$ cat src/rtl/mips_pkg.sv
// Shared constants for the multicycle MIPS control unit: state encodings, ALU op
// codes, opcode/funct values, ALUSrcB/PCSource selects and the DECODE dispatch table.
package mips_pkg;

    typedef enum logic [3:0] {
        FETCH    = 4'd0,
        DECODE   = 4'd1,
        MEM_ADDR = 4'd2,
        MEM_RD   = 4'd3,
        MEM_WB   = 4'd4,
        MEM_WR   = 4'd5,
        EXEC_R   = 4'd6,
        EXEC_I   = 4'd7,
        ALU_WB   = 4'd8,
        BRANCH   = 4'd9,
        JUMP     = 4'd10,
        TRAP     = 4'd11
    } state_t;

    localparam logic [3:0] ALU_ADD = 4'd0;
    localparam logic [3:0] ALU_SUB = 4'd1;
    localparam logic [3:0] ALU_AND = 4'd2;
    localparam logic [3:0] ALU_OR  = 4'd3;
    localparam logic [3:0] ALU_SLT = 4'd7;

    localparam logic [5:0] OP_RTYPE = 6'b000000;
    localparam logic [5:0] OP_ADDI  = 6'b001000;
    localparam logic [5:0] OP_ANDI  = 6'b001100;
    localparam logic [5:0] OP_ORI   = 6'b001101;
    localparam logic [5:0] OP_SLTI  = 6'b001010;
    localparam logic [5:0] OP_LW    = 6'b100011;
    localparam logic [5:0] OP_SW    = 6'b101011;
    localparam logic [5:0] OP_BEQ   = 6'b000100;
    localparam logic [5:0] OP_BNE   = 6'b000101;
    localparam logic [5:0] OP_J     = 6'b000010;

    localparam logic [5:0] F_ADD = 6'b100000;
    localparam logic [5:0] F_SUB = 6'b100010;
    localparam logic [5:0] F_AND = 6'b100100;
    localparam logic [5:0] F_OR  = 6'b100101;
    localparam logic [5:0] F_SLT = 6'b101010;

    localparam logic [1:0] SRCB_REG    = 2'd0;
    localparam logic [1:0] SRCB_FOUR   = 2'd1;
    localparam logic [1:0] SRCB_IMM    = 2'd2;
    localparam logic [1:0] SRCB_IMM_SH = 2'd3;

    localparam logic [1:0] PCSRC_ALU    = 2'd0;
    localparam logic [1:0] PCSRC_ALUOUT = 2'd1;
    localparam logic [1:0] PCSRC_JUMP   = 2'd2;

    // Unknown opcodes map to FETCH here; the top decides whether that means NOP or TRAP.
    function automatic state_t dispatch(input logic [5:0] op);
        case (op)
            OP_RTYPE:                          return EXEC_R;
            OP_ADDI, OP_ANDI, OP_ORI, OP_SLTI: return EXEC_I;
            OP_LW, OP_SW:                      return MEM_ADDR;
            OP_BEQ, OP_BNE:                    return BRANCH;
            OP_J:                              return JUMP;
            default:                           return FETCH;
        endcase
    endfunction

    function automatic logic op_known(input logic [5:0] op);
        return dispatch(op) != FETCH;
    endfunction

endpackage

$ cat src/rtl/alu_decode.sv
// Combinational ALUOp selection from (state, opcode, funct); address and PC
// arithmetic states fall through to add, BRANCH compares with subtract.
module alu_decode
    import mips_pkg::*;
(
    input  logic [3:0] state,
    input  logic [5:0] opcode,
    input  logic [5:0] funct,
    output logic [3:0] alu_op
);

    always_comb begin
        alu_op = ALU_ADD;
        case (state_t'(state))
            EXEC_R: begin
                case (funct)
                    F_SUB:   alu_op = ALU_SUB;
                    F_AND:   alu_op = ALU_AND;
                    F_OR:    alu_op = ALU_OR;
                    F_SLT:   alu_op = ALU_SLT;
                    default: alu_op = ALU_ADD;
                endcase
            end
            EXEC_I: begin
                case (opcode)
                    OP_ANDI: alu_op = ALU_AND;
                    OP_ORI:  alu_op = ALU_OR;
                    OP_SLTI: alu_op = ALU_SLT;
                    default: alu_op = ALU_ADD;
                endcase
            end
            BRANCH:  alu_op = ALU_SUB;
            default: alu_op = ALU_ADD;
        endcase
    end

endmodule

$ cat src/rtl/multicycle_control.sv
// Multicycle MIPS control FSM. Optional illegal-opcode trap enabled by
// defining MULTICYCLE_CONTROL_TRAP_EN; otherwise unknown opcodes act as NOPs.
module multicycle_control
    import mips_pkg::*;
(
    input  logic        clk,
    input  logic        rst,
    input  logic [31:0] instr,
    input  logic        mem_ready,
    output logic        PCWrite,
    output logic        PCWriteCond,
    output logic        BranchNe,
    output logic        IorD,
    output logic        MemRead,
    output logic        MemWrite,
    output logic        IRWrite,
    output logic        MemToReg,
    output logic        RegDst,
    output logic        RegWrite,
    output logic        ALUSrcA,
    output logic [1:0]  ALUSrcB,
    output logic [1:0]  PCSource,
    output logic [3:0]  ALUOp,
    output logic        illegal,
    output logic [3:0]  state
);

    state_t     state_reg;
    logic [5:0] opcode;
    logic [5:0] funct;
    logic       unused_bits;

    assign opcode      = instr[31:26];
    assign funct       = instr[5:0];
    assign unused_bits = ^instr[25:6];
    assign state       = state_reg;

`ifdef MULTICYCLE_CONTROL_TRAP_EN
    logic illegal_reg;
    assign illegal = illegal_reg;
`else
    assign illegal = 1'b0;
`endif

    always_ff @(posedge clk or posedge rst) begin
        if (rst) begin
            state_reg <= FETCH;
`ifdef MULTICYCLE_CONTROL_TRAP_EN
            illegal_reg <= 1'b0;
`endif
        end else begin
            case (state_reg)
                FETCH:    if (mem_ready) state_reg <= DECODE;
                DECODE: begin
                    state_reg <= dispatch(opcode);
`ifdef MULTICYCLE_CONTROL_TRAP_EN
                    if (!op_known(opcode)) begin
                        state_reg   <= TRAP;
                        illegal_reg <= 1'b1;
                    end
`endif
                end
                MEM_ADDR: state_reg <= (opcode == OP_LW) ? MEM_RD : MEM_WR;
                MEM_RD:   if (mem_ready) state_reg <= MEM_WB;
                MEM_WR:   if (mem_ready) state_reg <= FETCH;
                EXEC_R:   state_reg <= ALU_WB;
                EXEC_I:   state_reg <= ALU_WB;
`ifdef MULTICYCLE_CONTROL_TRAP_EN
                TRAP:     state_reg <= TRAP;
`endif
                default:  state_reg <= FETCH;
            endcase
        end
    end

    alu_decode u_alu_decode (
        .state  (state_reg),
        .opcode (opcode),
        .funct  (funct),
        .alu_op (ALUOp)
    );

    // IRWrite/PCWrite in FETCH follow mem_ready so the PC advances only on a completed read.
    always_comb begin
        PCWrite     = 1'b0;
        PCWriteCond = 1'b0;
        BranchNe    = 1'b0;
        IorD        = 1'b0;
        MemRead     = 1'b0;
        MemWrite    = 1'b0;
        IRWrite     = 1'b0;
        MemToReg    = 1'b0;
        RegDst      = 1'b0;
        RegWrite    = 1'b0;
        ALUSrcA     = 1'b0;
        ALUSrcB     = SRCB_REG;
        PCSource    = PCSRC_ALU;
        case (state_reg)
            FETCH: begin
                MemRead = 1'b1;
                ALUSrcB = SRCB_FOUR;
                IRWrite = mem_ready;
                PCWrite = mem_ready;
            end
            DECODE:   ALUSrcB = SRCB_IMM_SH;
            EXEC_R:   ALUSrcA = 1'b1;
            EXEC_I: begin
                ALUSrcA = 1'b1;
                ALUSrcB = SRCB_IMM;
            end
            ALU_WB: begin
                RegWrite = 1'b1;
                RegDst   = (opcode == OP_RTYPE);
            end
            MEM_ADDR: begin
                ALUSrcA = 1'b1;
                ALUSrcB = SRCB_IMM;
            end
            MEM_RD: begin
                MemRead = 1'b1;
                IorD    = 1'b1;
            end
            MEM_WB: begin
                RegWrite = 1'b1;
                MemToReg = 1'b1;
            end
            MEM_WR: begin
                MemWrite = 1'b1;
                IorD     = 1'b1;
            end
            BRANCH: begin
                ALUSrcA     = 1'b1;
                PCWriteCond = 1'b1;
                PCSource    = PCSRC_ALUOUT;
                BranchNe    = (opcode == OP_BNE);
            end
            JUMP: begin
                PCWrite  = 1'b1;
                PCSource = PCSRC_JUMP;
            end
            default: ;
        endcase
    end

endmodule
$ cat config.mk
export PLATFORM = sky130hd
export DESIGN_NAME = multicycle_control
export DESIGN_NICKNAME = d
export VERILOG_FILES = /design/src/rtl/mips_pkg.sv /design/src/rtl/alu_decode.sv /design/src/rtl/multicycle_control.sv
export SDC_FILE = /design/constraint.sdc
export NUM_CORES = 1
export LEC_CHECK = 0
export ABC_AREA = 1
export CAP_MARGIN = 25
export CORE_ASPECT_RATIO = 0.75
export CORE_MARGIN = 2
export CORE_UTILIZATION = 36
export DETAILED_ROUTE_END_ITERATION = 12
export GPL_TIMING_DRIVEN = 1
export MAX_ROUTING_LAYER = met4
export PLACE_DENSITY = 0.92
export SLEW_MARGIN = 20
export SYNTH_ARGS = -nofsm -noshare
export SYNTH_HDL_FRONTEND = slang
export SYNTH_HIERARCHICAL = 1
export SYNTH_SLANG_ARGS = --single-unit
$ cat constraint.sdc
create_clock -name clk -period 2.8 [get_ports clk]
set_input_delay 0.42 -clock clk [delete_from_list [all_inputs] [get_ports clk]]
set_output_delay 0.42 -clock clk [all_outputs]
set_load 0.005 [all_outputs]
==> results.tsv, run 1 <==
metric	value	unit
status	complete, no violations	
power_density	489	nW/um^2
post-route-drc-count	0	
finClkSkew	6.25	ps
slew_viol_final	0	
die_x	57.1	um
largest_reg_flops	4	
met2_usage	0.271	
cts_tree	built	
critPathArrivalTime	1990	ps
synthFlopType	dfrtp_1	
antenna_left	0	
vias	976	
layout_min_cycle_time	2410	ps
cts_resized	0	
yosys.area.top_type	nand2_1	
syn_inst	148	
seqPwrFrac	0.197	
die-area	2500	sq um
grt_pass1_vias	824	
final-hold-violation-count	0	
post_drt_via_cell_ratio	4.71	
synthSimpleGateAreaFrac	0.616	
synth_cell_types	18	
finalSetupViolations	0	
place_congestion	0.862	
avgSynthCellArea	5.15	sq um
drt_iter0_drc	48	
io_buffers	36	
grt_use_met1	0.245	
synth-edff-count	0	
yosys.cell_count.top_type	nand2_1	
num_io_pins	59	
path_clk_slew	40	ps
num-fill-cells	216	
netlist.area_leader.share	0.187	
muxShareOfSynthArea	0	
final_nets	220	
end_kind	output pin	
p_leak	0.618	nW
path_class	in -> out	
syn-num-nets	183	
post_cts.repair.setup_buffers	0	
met3_usage	0.00896	
cp-start-kind	input pin	
cts_hold_buf	0	
combPwrFrac	0.672	
dpl_cell_area	1120	sq um
yosys.area_share.adder	0	
cts_max_path_buffers	2	
grt_pass1_wl	3460	um
crit_fanout	5	
grt_use_total	0.175	
finalSetupTns	0	ps
drtPass1Iterations	4	
worst_hold_slack	356	ps
antenna_cells	0	
synth_top_family_by_area	simple AND/OR/NAND/NOR gates	
numCtsBuffers	3	
vdd_drop_max	0.339	mV
yosysSeqAreaShare	0.131	
synth_compound_area_frac	0.0411	
top_usage_layer	met2	
grt_overflow_total	0	
clock.fmax	414	MHz
reg2reg_depth	6	
synthXorXnorAreaFrac	0	
worst_r2r_endpoint	state[0]	
synthTopCellsByArea	nand2_1, inv_1, dfrtp_1	
reg2reg_from	state[1]	
drive_gt1_frac	0.126	
grt_max_degree	12	
synth_area	762	sq um
max-cap-violations	0	
cts_root_buf	clkbuf_4	
die_h	43.8	um
swShare	0.437	
grt_setup_unrepaired	false	
ctsHtreeMaxLevel	1	
async_reset_ff_frac	1.00	
r2r_slack	1520	ps
area.growth.synth_to_final	49.8	%
finalInstanceArea	1140	sq um
p_switching	244	uW
pwr-share-clk	0.132	
initial_core_util	0.382	
fin_crit_sh	0.862	
hpwl	1630	um
wl_per_cell	9.64	um
worst_ep_required_time	2380	ps
ys_ff_latch	4	
antenna_found_initial	0	
clock_sinks	4	
clk_latency	240	ps
min_path_type	in -> async	
p_int	314	uW
routed_wl	2000	um
yosysWarnings	6	
rows	14	
coreArea	2000	sq um
ys_top_cells_by_count	nand2_1, inv_1, nor2_1	
[how the worst max path moves through the flow]
stage | slack [ps] | cells past startpoint | start | end
floorplan | 1400 | 4 | state[1] | RegDst
global placement | 440 | 5 | instr[29] | RegDst
detailed placement | 390 | 5 | instr[28] | RegDst
CTS | 390 | 5 | instr[28] | RegDst
global route | 280 | 8 | instr[28] | ALUOp[0]
finish | 390 | 5 | instr[28] | RegDst
[stage by stage]
stage | power, mW | cells | util | setup slack [ps]
floorplan | 0.305 | 148 | - | 1400
global placement | 0.477 | 204 | 0.560 | 437
finish | 0.558 | 207 | 0.571 | 386
global route | 0.608 | 207 | 0.571 | 284
CTS | 0.562 | 207 | 0.571 | 393
detailed placement | 0.480 | 204 | 0.560 | 395
[worst max-delay path, stage by stage]
cell	delay (ps)
clkdlybuf4s50_1	510
nor2_1	240
nand3_1	140
nor3_1	150
clkdlybuf4s50_1	530
[area by class of cell]
type | count | area, sq um | share of cell area
Tap cell | 24 | 30.0 | 0.0263
Inverter | 32 | 120 | 0.105
Clock buffer | 3 | 22.5 | 0.0197
Sequential cell | 4 | 100 | 0.0877
Multi-Input combinational cell | 108 | 508 | 0.445
Timing Repair Buffer | 36 | 360 | 0.316
[layer usage]
metal / vias to the layer above / routed length, um
met5: - / 0
met1: 410 / 969
met3: 2 / 189
li1: 521 / -
met2: 43 / 814
met4: 0 / 23
[cell families (layout without fill, tap and decap cells)]
group / Yosys count / in the layout
AOI/OAI and AO/OA: 6 / 6
DFF: 4 / 4
and+or+nand+nor: 100 / 100
buffers and inverters: 36 / 71
other: 2 / 2
[cells in the final DEF (no fill, tap or decap), drive strengths merged]
master,netlist,final
nand2,43,43
nor3,3,3
dfrtp,4,4
clkdlybuf4s50,0,36
clkbuf,0,3
o21ai,2,2
conb,2,2
inv,32,32
nand4,4,4
o22ai,1,1
a21oi,3,3
nor2,31,31
nand3,19,19
[power groups by stage]
stage / clock network, mW / logic (mW) / registers (mW)
after global placement: 0 / 0.368 / 0.109
after CTS: 0.0773 / 0.376 / 0.109
after global routing: 0.0777 / 0.417 / 0.113
final: 0.0735 / 0.375 / 0.110
after detailed placement: 0 / 0.371 / 0.110
after floorplan: 0 / 0.205 / 0.0996
(Power assumes the default switching activity.)
==> run 2, diff against run 1 <==
Settings changed: HOLD_SLACK_MARGIN set to 0.15.
==> results of run 2 <==
Same layout as run 1: the final DEF is identical, and so are final timing and power.
==> run 3, diff against run 2 <==
Settings changed: SKIP_CTS_REPAIR_TIMING set to 1.
==> results of run 3 <==
Same layout as run 1: the final DEF is identical, and so are final timing and power.
